`src/rtl/riscv_pipe_stage_reg.sv`:
```
// riscv_pipe_stage_reg: valid/ready pipeline-stage register bank (NUM_CH x WIDTH).
// Supports downstream stall and synchronous flush between RV32I core stages.
// Build option: define RISCV_PIPE_SKID_EN to add a one-entry skid buffer so that
// o_ready becomes a registered signal with no combinational path from i_ready.

`ifndef XLEN
`define XLEN 32
`endif

module riscv_pipe_stage_reg #(
    parameter int unsigned      NUM_CH        = 7,
    parameter int unsigned      WIDTH         = `XLEN,
    parameter logic [WIDTH-1:0] REGISTER_INIT = '0
) (
    input  logic                    i_clk,
    input  logic                    i_rstn,
    input  logic [NUM_CH*WIDTH-1:0] i_data,
    input  logic                    i_valid,
    output logic                    o_ready,
    output logic [NUM_CH*WIDTH-1:0] o_data,
    output logic                    o_valid,
    input  logic                    i_ready,
    input  logic                    i_flush
);

    localparam int unsigned DW = NUM_CH * WIDTH;

    logic          in_xfer;
    logic          out_xfer;
    logic [DW-1:0] data_q, data_d;

    assign in_xfer  = i_valid & o_ready;
    assign out_xfer = o_valid & i_ready;
    assign o_data   = data_q;

`ifdef RISCV_PIPE_SKID_EN

    typedef enum logic [1:0] {
        ST_EMPTY = 2'd0,
        ST_FULL  = 2'd1,
        ST_SKID  = 2'd2
    } state_e;

    state_e        state_q, state_d;
    logic [DW-1:0] skid_q, skid_d;

    // Ready depends only on the state register, never on i_ready.
    assign o_valid = (state_q != ST_EMPTY);
    assign o_ready = (state_q != ST_SKID);

    // State, output beat and skid beat registers.
    always_ff @(posedge i_clk or negedge i_rstn) begin
        if (!i_rstn) begin
            state_q <= ST_EMPTY;
            data_q  <= {NUM_CH{REGISTER_INIT}};
            skid_q  <= {NUM_CH{REGISTER_INIT}};
        end else begin
            state_q <= state_d;
            data_q  <= data_d;
            skid_q  <= skid_d;
        end
    end

    // Next-state logic: flush empties both entries but leaves data untouched.
    always_comb begin
        state_d = state_q;
        data_d  = data_q;
        skid_d  = skid_q;
        if (i_flush) begin
            state_d = ST_EMPTY;
        end else begin
            case (state_q)
                ST_EMPTY: begin
                    if (in_xfer) begin
                        state_d = ST_FULL;
                        data_d  = i_data;
                    end
                end
                ST_FULL: begin
                    if (in_xfer && out_xfer) begin
                        data_d = i_data;
                    end else if (in_xfer) begin
                        state_d = ST_SKID;
                        skid_d  = i_data;
                    end else if (out_xfer) begin
                        state_d = ST_EMPTY;
                    end
                end
                ST_SKID: begin
                    if (out_xfer) begin
                        state_d = ST_FULL;
                        data_d  = skid_q;
                    end
                end
                default: state_d = ST_EMPTY;
            endcase
        end
    end

`else

    logic valid_q, valid_d;

    assign o_valid = valid_q;
    assign o_ready = ~valid_q | i_ready;

    // Output beat and valid registers.
    always_ff @(posedge i_clk or negedge i_rstn) begin
        if (!i_rstn) begin
            valid_q <= 1'b0;
            data_q  <= {NUM_CH{REGISTER_INIT}};
        end else begin
            valid_q <= valid_d;
            data_q  <= data_d;
        end
    end

    // Next-state logic: flush beats capture, data holds whenever nothing is captured.
    always_comb begin
        valid_d = valid_q;
        data_d  = data_q;
        if (i_flush) begin
            valid_d = 1'b0;
        end else if (in_xfer) begin
            valid_d = 1'b1;
            data_d  = i_data;
        end else if (out_xfer) begin
            valid_d = 1'b0;
        end
    end

`endif

endmodule

```
`config.mk`:
```
export PLATFORM = sky130hd
export DESIGN_NAME = riscv_pipe_stage_reg
export DESIGN_NICKNAME = d
export VERILOG_FILES = /design/src/rtl/riscv_pipe_stage_reg.sv
export SDC_FILE = /design/constraint.sdc
export NUM_CORES = 1
export LEC_CHECK = 0
export ABC_CLOCK_PERIOD_IN_PS = 2100
export CAP_MARGIN = 40
export CORE_AREA = 10 10 170 172
export CTS_CLUSTER_SIZE = 20
export DETAILED_ROUTE_END_ITERATION = 10
export DIE_AREA = 0 0 180 182
export PLACE_DENSITY = 0.75
export SYNTH_ARGS = -nofsm -noshare
export SYNTH_HDL_FRONTEND = slang
export SYNTH_SLANG_ARGS = --single-unit
```
`constraint.sdc`:
```
create_clock -name i_clk -period 2.1 [get_ports i_clk]
set_input_delay 0.42 -clock i_clk [delete_from_list [all_inputs] [get_ports i_clk]]
set_output_delay 0.42 -clock i_clk [all_outputs]
set_load 0.01 [all_outputs]
```
Yosys cells after proc, flatten, opt, wreduce, memory -nomap -nowiden
Cells that the tools add are included.
{"block": "word_totals", "wordCells": 12, "out_inout_bits": 226, "inputBits": 229, "reg_bits": 225}
{"block": "op_classes", "n_mux": 3, "bitwise_logic": 5, "n_reduce_logical": 2}
{"op": "1-bit two-way mux", "n": 3}
{"op": "3-bit nonzero test", "n": 1}
{"op": "1-bit bitwise AND", "n": 2}
{"op": "1-bit inverter", "n": 2}
{"op": "2-bit AND reduction", "n": 1}
{"op": "1-bit bitwise OR", "n": 1}

Longest topological paths before layout
{"block": "depth", "depth_word": 5, "depth_mapped": 6}

Worst setup path before layout
Ideal clock, no wire load.
{"block": "synth_timing", "kind": "register to register", "start": "register valid_q, in the netlist o_valid", "end": "register data_q[159], in the netlist o_data[159]", "path_stages_with_launch": 7, "setup_time_ns": 0.125, "path_buffers": 3, "arrival_ns": 1.453, "slack_ns": 0.522, "synth_period_minus_slack_ns": 1.578, "cell_sequence": "dfrtp_1 -> nor2b_4 -> nor3b_2 -> buf_6 -> buf_6 -> buf_6 -> mux2_2"}
{"block": "synth_between", "elab_chain_cells": 4}
{"item": "from (decl)", "line": "102", "source": "logic valid_q, valid_d;"}
{"item": "from (signal assigned)", "line": "113", "source": "valid_q <= valid_d;"}
{"item": "1-bit inverter", "line": "105", "source": "assign o_ready = ~valid_q | i_ready;"}
{"item": "1-bit bitwise OR", "line": "105"}
{"item": "1-bit bitwise AND", "line": "32", "source": "assign in_xfer = i_valid & o_ready;"}
{"item": "2-bit AND reduction (no source line)"}
{"item": "to (signal assigned)", "line": "111", "source": "data_q <= {NUM_CH{REGISTER_INIT}};"}
{"item": "to (signal assigned)", "line": "114", "source": "data_q <= data_d;"}
{"item": "to (decl)", "line": "30", "source": "logic [DW-1:0] data_q, data_d;"}
Every way passes these cells.
A chain may end at the register's enable or synchronous reset.

Worst setup path after layout
{"block": "layout_timing", "start": "register data_q[150], in the netlist o_data[150]", "end": "output port o_data[150]"}
{"item": "to (decl)", "line": "20", "source": "output logic [NUM_CH*WIDTH-1:0] o_data,"}
No word-level cell between the ends.

==> impl_metrics.tcl <==
set metrics [dict create \
    crit_fanout 2 \
    synth_xor_area_share_pct 0 \
    tightest_slew_ps 370 \
    synth-seq-area-share_pct 63.1 \
    p_sw_uw 3430 \
    critPathCaptureType "output pin" \
    die_height_um 182 \
    min_path_type "in2async" \
    post-place-ws_ps -84.9 \
    root_buffer "clkbuf_16" \
    synth_area_leaders "dfrtp_1 63%, mux2_4 17%, mux2_2 15%" \
    placed_cells 1278 \
    period_needed_ps 1900 \
    arrival_ps 1480 \
    fin_crit_sh_pct 90.6 \
    gp_routability_congestion 0.764 \
    grt_max_degree 56 \
    setup.worst_path.start_class "register" \
    synth-seq-cells 225 \
    hpwl_um 22800 \
    synthAdderAreaFrac_pct 0 \
    yosysUniqueCellTypes 11 \
    critPathRequiredTime_ps 1680 \
    grt_pass1_wl_um 44200 \
    power_frac_seq_pct 40.3 \
    p_int_uw 10200 \
    cts.clk_slew.worst_paths_ps 60 \
    syn_area_per_cell_um2 18.6 \
    clockPowerShare_pct 32.0 \
    yosys.area.top_type "dfrtp_1" \
    io_pins 455 \
    power_leakage_uw 0.00629 \
    design_area_mm2 0.0148 \
    hold_viol_final 0 \
    antenna_found_initial 0 \
    cts_sinks 225 \
    crit_path_top_delay_cell "clkdlybuf4s50_1" \
    clock_latency_ps 500 \
    peakVddDrop_mv 0.744 \
    vias 5940 \
    synth_top_family_by_area "multiplexers" \
    first_pass_iters 4 \
    maxCapViolCount 0 \
    seqCellArea_mm2 0.00563 \
    path_buf_inv 1 \
    muxShareOfSynthArea_pct 32.5 \
    diodes 0 \
    crit_path_cell_trace "clkdlybuf4s50_1" \
    drt_iter0_drc 222 \
    finalNonFillerCells 1323 \
    setup_viol 0 \
    relSlewSlack_pct 75.3 \
    outcome "complete, no violations" \
    drc 0 \
    worst_clock_skew_ps 8.20 \
    max-clock-path-buffers 3 \
    placed_area_mm2 0.0140 \
    rsz0062_at_grt "no" \
    final.fill_count 1984 \
    io_buffers 454 \
    worstSetupPathType "reg2out" \
    fp.dieW_um 180 \
    drive_above_1_share_pct 30.0 \
    multi_input_comb_area_mm2 0.00294 \
    wire_per_inst_um 21.8 \
    power_frac_comb_pct 27.7 \
    synth_compound_area_share_pct 0 \
    synth_nets 708 \
    rows 59 \
    p_sw_share_pct 25.2 \
    dieArea_mm2 0.0328 \
    first_global_vias 6872 \
    nets 1200 \
    grtUsageTotal_pct 17.0 \
    viasPerCell 4.49 \
    cellPowerDensity_mw_per_mm2 918 \
    syn_inst 479 \
    synth.top_cell.area_share_pct 63.1 \
    syn_to_final_growth_pct 66.3 \
    h-tree-depth 1 \
    syn_area_mm2 0.00892 \
    maxSlewViolCount 0 \
    initial_core_util_pct 34.8 \
    slowest_delay_ps 600 \
    numCtsBuffers 25 \
    yosys.area_share.simple_pct 0.379 \
    max_freq_mhz 526 \
    postRouteAntennaNets 0 \
    ys_warn_count 0 \
    fin_ws_ps 198 \
    tritoncts "built" \
    drt-total-wl_um 28900 \
    crit_family "buffers and inverters" \
    overflow 0 \
    coreArea_mm2 0.0256 \
]
==> registers in the layout (all words and copies together) (netlist names) <==
name,cells
o_data,224
o_valid,1
==> synth_stat cells <==
library cell,number
nor3b_2,1
mux2_1,5
buf_6,8
dfrtp_1,225
nor2b_4,1
nor2_1,2
mux2_4,100
mux2_2,119
buf_4,6
buf_12,11
inv_1,1
==> routing by layer <==
metal  global-route usage, %  routed length (µm)  vias up
met3                    8.21                3270       27
met5                       0                   0        -
met4                    3.47                 361        0
met2                    29.3               14300      301
li1                        -                   -     2661
met1                    18.7               11000     2951
==> placed cells by master (no fill, tap or decap), drive strengths merged <==
cell type | Yosys | final
clkdlybuf4s50 | 0 | 452
dfrtp | 225 | 225
dlygate4sd3 | 0 | 1
dlygate4sd2 | 0 | 1
clkinv | 0 | 5
clkbuf | 0 | 36
nor2 | 2 | 2
buf | 25 | 36
mux2 | 224 | 224
inv | 1 | 2
nor2b | 1 | 1
bufinv | 0 | 2
nor3b | 1 | 1
==> area by class of cell <==
class,count,share of cell area (%)
Clock buffer,36,4.90
Clock inverter,8,0.649
Inverter,1,0.0253
Multi-Input combinational cell,228,19.8
Sequential cell,225,38.0
Tap cell,335,2.83
Timing Repair Buffer,490,33.8
==> per-stage QoR <==
stage / power (µW) / hold WS (ps) / TNS (ps) / util (%)
after global routing: 14200 / 430 / 0 / 57.9
after detailed placement: 9380 / 346 / -6660 / 54.7
final: 13600 / 409 / 0 / 57.9
after floorplan: 6930 / 124 / 0 / -
after global placement: 9310 / 351 / -5410 / 54.7
after CTS: 13800 / 397 / 0 / 57.9
==> worst paths after layout <==
kind / start / to / slack (ps) / cells after the start
setup reg to reg: o_valid / o_data[34] / 400 / 5
hold reg to reg: o_data[157] / o_data[157] / 490 / 1
max in group asynchronous: i_rstn / o_data[179] / 1060 / 3
min in group i_clk: o_data[157] / o_data[157] / 490 / 1
setup / recovery: o_data[150] / o_data[150] / 200 / 1
hold / removal: i_rstn / o_data[164] / 410 / 2
==> power by group through the flow <==
stage	sequential (µW)	clock, µW	combinational, µW
floorplan	5870	0	1060
global placement	5540	0	3770
detailed placement	5560	0	3820
CTS	5510	4490	3840
global route	5590	4650	3990
finish	5490	4350	3780
==> repair_timing <==
item,4_1_cts,5_1_grt
gates resized for setup,1,0
setup buffers,0,0
hold endpoints to repair,36,0
setup endpoints to repair,1,0
hold buffers,1,0
==> logic make-up (layout without fill, tap and decap cells) <==
kind of cell / after synthesis / in the layout
flops: 225 / 225
mux: 224 / 224
buf+inv: 26 / 535
simple gates: 4 / 4
No activity file was read; power rests on OpenSTA's default activity.
